==> src/rtl/score_digit_seq_pkg.sv <==
`default_nettype none
// ============================================================================
// Module   : score_digit_seq_pkg
// Purpose  : Shared types and constants for the score digit sequencer:
//            fetch FSM states, glyph geometry and digit-cell pitch.
// Revision : 1.0 - initial release
// ============================================================================
package score_digit_seq_pkg;

    // Fetch sequencer states
    typedef enum logic [0:0] {
        IDLE  = 1'b0,
        FETCH = 1'b1
    } state_t;

    // Glyph geometry in font pixels
    localparam int c_GLYPH_W    = 5;
    localparam int c_GLYPH_H    = 5;
    // Horizontal distance between tens and ones cells, in font pixels
    localparam int c_CELL_PITCH = 6;

    // Nibble idx of a packed BCD score word, idx 0 = most significant
    function automatic logic [3:0] score_nibble(input logic [15:0] word,
                                                input logic [1:0]  idx);
        logic [3:0] r_nib;
        case (idx)
            2'd0:    r_nib = word[15:12];
            2'd1:    r_nib = word[11:8];
            2'd2:    r_nib = word[7:4];
            default: r_nib = word[3:0];
        endcase
        return r_nib;
    endfunction

endpackage
`default_nettype wire

==> src/rtl/score_line_buf.sv <==
`default_nettype none
// ============================================================================
// Module   : score_line_buf
// Purpose  : Holds one glyph row per digit cell for the line being drawn,
//            decodes hpos into cell/column and registers the score pixel.
// Revision : 1.0 - initial release
// ============================================================================
module score_line_buf
    import score_digit_seq_pkg::*;
#(
    parameter int X0         = 64,
    parameter int X1         = 512,
    parameter int SCALE_LOG2 = 2
)(
    input  logic                 clk,
    input  logic                 reset,
    input  logic                 wr_en,
    input  logic [1:0]           wr_idx,
    input  logic [c_GLYPH_W-1:0] wr_data,
    input  logic                 clr,
    input  logic [9:0]           hpos,
    output logic                 pix
);

    localparam int c_CELL_W = c_GLYPH_W << SCALE_LOG2;
    localparam int c_PITCH  = c_CELL_PITCH << SCALE_LOG2;

    logic [c_GLYPH_W-1:0] r_buf [4];
    logic [3:0]           w_lit;
    logic [10:0]          w_hext;

    assign w_hext = {1'b0, hpos};

    // Row storage: cleared for lines outside the band, written during a fetch
    always_ff @(posedge clk or posedge reset) begin
        if (reset) begin
            for (int i = 0; i < 4; i++) r_buf[i] <= '0;
        end else if (clr) begin
            for (int i = 0; i < 4; i++) r_buf[i] <= '0;
        end else if (wr_en) begin
            r_buf[wr_idx] <= wr_data;
        end
    end

    // Per-cell hit test and column lookup; bit 4 of a row is the leftmost pixel
    for (genvar k = 0; k < 4; k++) begin : g_cell
        localparam int          c_START = (k == 0) ? X0 :
                                          (k == 1) ? X0 + c_PITCH :
                                          (k == 2) ? X1 : X1 + c_PITCH;
        localparam logic [10:0] c_LO    = 11'(c_START);
        localparam logic [10:0] c_HI    = 11'(c_START + c_CELL_W);

        logic [10:0] w_off;
        logic [2:0]  w_col;
        logic        w_in;

        assign w_off    = w_hext - c_LO;
        assign w_in     = (w_hext >= c_LO) && (w_hext < c_HI);
        assign w_col    = 3'(w_off >> SCALE_LOG2);
        assign w_lit[k] = w_in && r_buf[k][3'd4 - w_col];
    end

    // Output pixel lags hpos by one clock
    always_ff @(posedge clk or posedge reset) begin
        if (reset) pix <= 1'b0;
        else       pix <= |w_lit;
    end

endmodule
`default_nettype wire

==> src/rtl/score_digit_seq.sv <==
`default_nettype none
// ============================================================================
// Module   : score_digit_seq
// Purpose  : Two-player score overlay. During hblank of the line before each
//            band line, fetches the four digit rows from an external 5x5 ROM
//            into a line buffer that is then scanned out as pix.
// Revision : 1.0 - initial release
// ============================================================================
module score_digit_seq
    import score_digit_seq_pkg::*;
#(
    parameter int X0         = 64,
    parameter int X1         = 512,
    parameter int Y0         = 16,
    parameter int SCALE_LOG2 = 2,
    parameter int FETCH_H    = 640,
    parameter int BLANK_LZ   = 1
)(
    input  logic        clk,
    input  logic        reset,
    input  logic [9:0]  hpos,
    input  logic [9:0]  vpos,
    input  logic        score_valid,
    input  logic [15:0] score_in,
    output logic        score_ready,
    output logic [3:0]  rom_digit,
    output logic [2:0]  rom_yofs,
    input  logic [4:0]  rom_bits,
    output logic        pix
);

    localparam logic [10:0] c_BAND_LO = 11'(Y0);
    localparam logic [10:0] c_BAND_HI = 11'(Y0 + (c_GLYPH_H << SCALE_LOG2));
    localparam logic [9:0]  c_FETCH_H = 10'(FETCH_H);

    state_t      r_state;
    logic [1:0]  r_k;
    logic [15:0] r_score;
    logic [11:0] r_snap;

    logic [10:0] w_vcur;
    logic [10:0] w_vnext;
    logic        w_cur_in;
    logic        w_next_in;
    logic [2:0]  w_row;
    logic        w_trig;
    logic        w_blank;
    logic        w_wr_en;
    logic        w_clr;
    logic [4:0]  w_wr_data;

    // Band membership of the current and the next scanline (11 bits, no wrap)
    assign w_vcur    = {1'b0, vpos};
    assign w_vnext   = w_vcur + 11'd1;
    assign w_cur_in  = (w_vcur  >= c_BAND_LO) && (w_vcur  < c_BAND_HI);
    assign w_next_in = (w_vnext >= c_BAND_LO) && (w_vnext < c_BAND_HI);
    assign w_row     = 3'((w_vnext - c_BAND_LO) >> SCALE_LOG2);

    assign w_trig      = (r_state == IDLE) && (hpos == c_FETCH_H);
    assign score_ready = (r_state == IDLE) && !w_cur_in;

    // Leading-zero blanking applies to the tens slots (even fetch index)
    assign w_blank   = (BLANK_LZ != 0) && !r_k[0] && (rom_digit == 4'd0);
    assign w_wr_data = w_blank ? 5'd0 : rom_bits;
    assign w_wr_en   = (r_state == FETCH);
    assign w_clr     = w_trig && !w_next_in;

    // Fetch sequencer: four consecutive ROM reads, ROM address held registered.
    // The lower three nibbles are snapshotted at trigger so a score accepted on
    // the trigger edge cannot mix into a fetch already under way.
    always_ff @(posedge clk or posedge reset) begin
        if (reset) begin
            r_state   <= IDLE;
            r_k       <= 2'd0;
            r_snap    <= '0;
            rom_digit <= 4'd0;
            rom_yofs  <= 3'd0;
        end else begin
            case (r_state)
                IDLE: begin
                    if (w_trig && w_next_in) begin
                        r_state   <= FETCH;
                        r_k       <= 2'd0;
                        r_snap    <= r_score[11:0];
                        rom_digit <= score_nibble(r_score, 2'd0);
                        rom_yofs  <= w_row;
                    end
                end
                FETCH: begin
                    if (r_k == 2'd3) begin
                        r_state   <= IDLE;
                        r_k       <= 2'd0;
                        rom_digit <= 4'd0;
                        rom_yofs  <= 3'd0;
                    end else begin
                        r_k       <= r_k + 2'd1;
                        rom_digit <= score_nibble({4'h0, r_snap}, r_k + 2'd1);
                    end
                end
                default: r_state <= IDLE;
            endcase
        end
    end

    // Score register: loads only while the band is not being drawn
    always_ff @(posedge clk or posedge reset) begin
        if (reset)                          r_score <= '0;
        else if (score_valid && score_ready) r_score <= score_in;
    end

    score_line_buf #(
        .X0         (X0),
        .X1         (X1),
        .SCALE_LOG2 (SCALE_LOG2)
    ) u_line_buf (
        .clk     (clk),
        .reset   (reset),
        .wr_en   (w_wr_en),
        .wr_idx  (r_k),
        .wr_data (w_wr_data),
        .clr     (w_clr),
        .hpos    (hpos),
        .pix     (pix)
    );

endmodule
`default_nettype wire

==> config.mk <==
export PLATFORM = sky130hd
export DESIGN_NAME = score_digit_seq
export DESIGN_NICKNAME = d
export VERILOG_FILES = /design/src/rtl/score_digit_seq_pkg.sv /design/src/rtl/score_line_buf.sv /design/src/rtl/score_digit_seq.sv
export SDC_FILE = /design/constraint.sdc
export NUM_CORES = 1
export LEC_CHECK = 0
export ABC_AREA = 1
export BUFFER_PORTS_ARGS = -buffer_cell sky130_fd_sc_hd__buf_4
export CORE_ASPECT_RATIO = 0.6
export CORE_MARGIN = 1.5
export CORE_UTILIZATION = 39
export CTS_CLUSTER_SIZE = 40
export DETAILED_ROUTE_END_ITERATION = 7
export GPL_TIMING_DRIVEN = 0
export HOLD_SLACK_MARGIN = 0.06
export PLACE_DENSITY = 0.67
export SYNTH_ARGS = -nofsm -noshare
export SYNTH_HDL_FRONTEND = slang
export SYNTH_SLANG_ARGS = --single-unit
==> constraint.sdc <==
create_clock -name clk -period 2.2 [get_ports clk]
set_clock_uncertainty 0.05 [all_clocks]
set_input_delay 0.44 -clock clk [delete_from_list [all_inputs] [get_ports clk]]
set_output_delay 0.44 -clock clk [all_outputs]
set_load 0.02 [all_outputs]
==> out/summary.txt <==
Critical path class - in2reg
Top-count cell post-synth - nand2_1
Core ar. - 0.00846 sq mm
Total gr overflow - 0
CP peak stage delay - 0.21 ns
Vias per cell - 4.99
Root buf cell - clkbuf_16
Via count - 3022
Initial Util - 0.399
All-Layer GR Usage - 0.189
Synth Flop Type - dfrtp_1
CP Max Fanout - 12
Number of flops mapped to enable cells by yosys - 0
Worst reg2reg startpoint - r_state
Rows - 26
Netlist cell types - 34
Area of the multi-input gates - 0.00163 sq mm
Final nets - 543
CP required - 2.36 ns
Inserted Diodes - 0
CP cell instances - buf_4, buf_4, inv_4, buf_6, ha_4, inv_1, nor2_1, nand3_1, nor4_4, buf_4, nand4_4, buf_6, nand3_1, nand2_1
Num CTS Buffers - 9
Ranking of synthesized cells by area - dfrtp_1, nand2_1, inv_1
CP max stage cell - buf_6
Crit path from - hpos[2]
Post-synth ARST share - 1.00
VDD IR max - 0.320 mV
Power, Total - 2700 uW
Die width - 123 um
CTS Hold Bufs - 0
CTS Sinks - 59
Most frequent cells after synthesis - nand2_1, dfrtp_1, inv_1
Post-DRT Antenna Nets - 0
#FFs+latches synth - 59
H-tree levels - 3
Antenna violations before repair - 0
Metal2 WL - 3.18 mm
Critical path arrival - 2.24 ns
Final setup viols - 0
Largest net degree at the start of global routing - 35
Status - finished, final reports clean
Global-route wire length before repair - 13.3 mm
Clock latency on the worst-skew pair - 0.32 ns
RSZ-0062 raised after global routing - true
PortBufs - 52
Final Cell Area - 0.00426 sq mm
DP HPWL - 6.31 mm
Maximum clock rate - 0.480 GHz
Worst hold path class - in2async
Clock slew at reported path FFs - 0.05 ns
Cell area power density - 635 mW/mm^2
Mapped Area - 0.00338 sq mm
DR pass1 iterations - 5
CP delay by family, top - buffers and inverters
Metal-1 WL - 4.32 mm
Syn. warnings - 0
Max-slew headroom - 0.602
Worst-Margin Slew - 0.596 ns
Mean routed wirelength per cell - 13.6 um
Post-synth top area share - 0.437
Most used cell, CP - buf_4
Drt total wl - 8.25 mm
Sequential-to-total area share from yosys stat - 0.437
DP Area - 0.00396 sq mm
Crit path launch type - primary input
Syn_nets - 473
Avg Synthesized Cell Area - 8.06 sq um
Die height - 75.1 um
Clock Path Buffers - 2
DRC violations left - 0
Metal3 WL - 646 um
Critical path capture point type - register
Final Hold Vio Count - 0
Share of cells above drive strength 1 - 0.265
Max layer used - met4
P_leak - 0.00219 uW
Minimum clock period - 2.08 ns
Period utilisation layout - 0.946
Die area - 0.00925 sq mm
Syn Inst Count - 419
Crit path buffers/inverters - 7
Fillers - 792
Yosys top cell by area - dfrtp_1
Vias in the first global route - 2669
Sequential Area - 0.00148 sq mm
Placer Congestion - 0.884
Fin cells - 606
CTS tree - built
Num ports - 53
Area grow syn2layout - 26.0%
First DRT Iteration DRCs - 300
Max Cap Violations - 0
Fin. max-slew vios - 0
DP Cell Count - 584
[power by group]
part	total [uW]	internal, uW	switching (uW)
Sequential	1150	1130	20.2
Clock	1210	755	453
Combinational	342	138	204
Total	2700	2030	678
[cell type report]
| type | count | share of cell area |
|---|---|---|
| Sequential cell | 59 | 0.347 |
| Clock inverter | 3 | 0.00353 |
| Inverter | 50 | 0.0447 |
| Buffer | 14 | 0.0256 |
| Multi-Input combinational cell | 296 | 0.383 |
| Tap cell | 112 | 0.0329 |
| Clock buffer | 13 | 0.0564 |
| Timing Repair Buffer | 59 | 0.107 |
[repair_timing]
action / in CTS / in global routing
setup endpoints to repair: 40 / 31
buffers inserted: 2 / 4
resized for setup: 0 / 4
pin swaps: 1 / 0
[cells by family (layout without fill, tap and decap cells)]
| logic type | count (synthesis) | count (layout) | synth area share |
|---|---|---|---|
| simple gates | 189 | 189 | 0.261 |
| buf+inv | 64 | 139 | 0.0844 |
| compound gates | 95 | 95 | 0.176 |
| flops | 59 | 59 | 0.437 |
| fa+ha+maj | 10 | 10 | 0.0370 |
| xor+xnor | 2 | 2 | 0.00519 |
[stage by stage]
stage | utilization | setup WS (ns) | TNS (ns) | hold slack, ns
finish | 0.503 | 0.119 | 0 | 0.141
global route | 0.503 | -0.00934 | -0.00939 | 0.203
CTS | 0.500 | 0.101 | 0 | 0.162
detailed placement | 0.468 | -0.502 | -18.26 | 0.420
global placement | 0.465 | -0.516 | -49.01 | 0.417
floorplan | - | 0.00618 | 0 | 0.392
[state kept, by name (all words and copies together), names as in the netlist]
| signal | flops |
|---|---|
| u_line_buf.r_buf | 20 |
| rom_digit | 4 |
| r_score | 16 |
| u_line_buf.pix | 1 |
| r_snap | 12 |
| rom_yofs | 3 |
| r_state | 1 |
| r_k | 2 |
[worst paths after layout]
path                            slack [ns]  cells past startpoint           end
worst max-delay path                  0.12                     14   rom_yofs[0]
worst min-delay path                  0.14                      2  rom_digit[1]
worst max register to register        0.50                      7   rom_yofs[0]
worst min register to register        0.43                      2     r_snap[3]
max in group asynchronous             1.36                      3   rom_yofs[1]
min in group clk                      0.31                      3   r_score[15]
[layout by cell type (no fill, tap or decap), types with 6 or more instances in the layout]
cell / synthesis / routed
nand2_1: 101 / 100
buf_4: 0 / 59
dfrtp_1: 59 / 59
inv_1: 49 / 47
nor2_1: 36 / 36
a21oi_1: 31 / 31
o21ai_0: 29 / 29
nand3_1: 19 / 19
nand2_2: 11 / 12
o21ai_2: 12 / 12
ha_1: 10 / 9
clkbuf_16: 0 / 9
a22oi_1: 6 / 6
nand3_2: 6 / 6
buf_6: 5 / 6
[per-layer routing]
layer | track usage | up-vias
li1 | - | 1510
met1 | 0.300 | 1391
met2 | 0.257 | 109
met3 | 0.0394 | 12
met4 | 0.0460 | 0
met5 | 0 | -
Note: power is estimated with default switching activity, not from simulation.
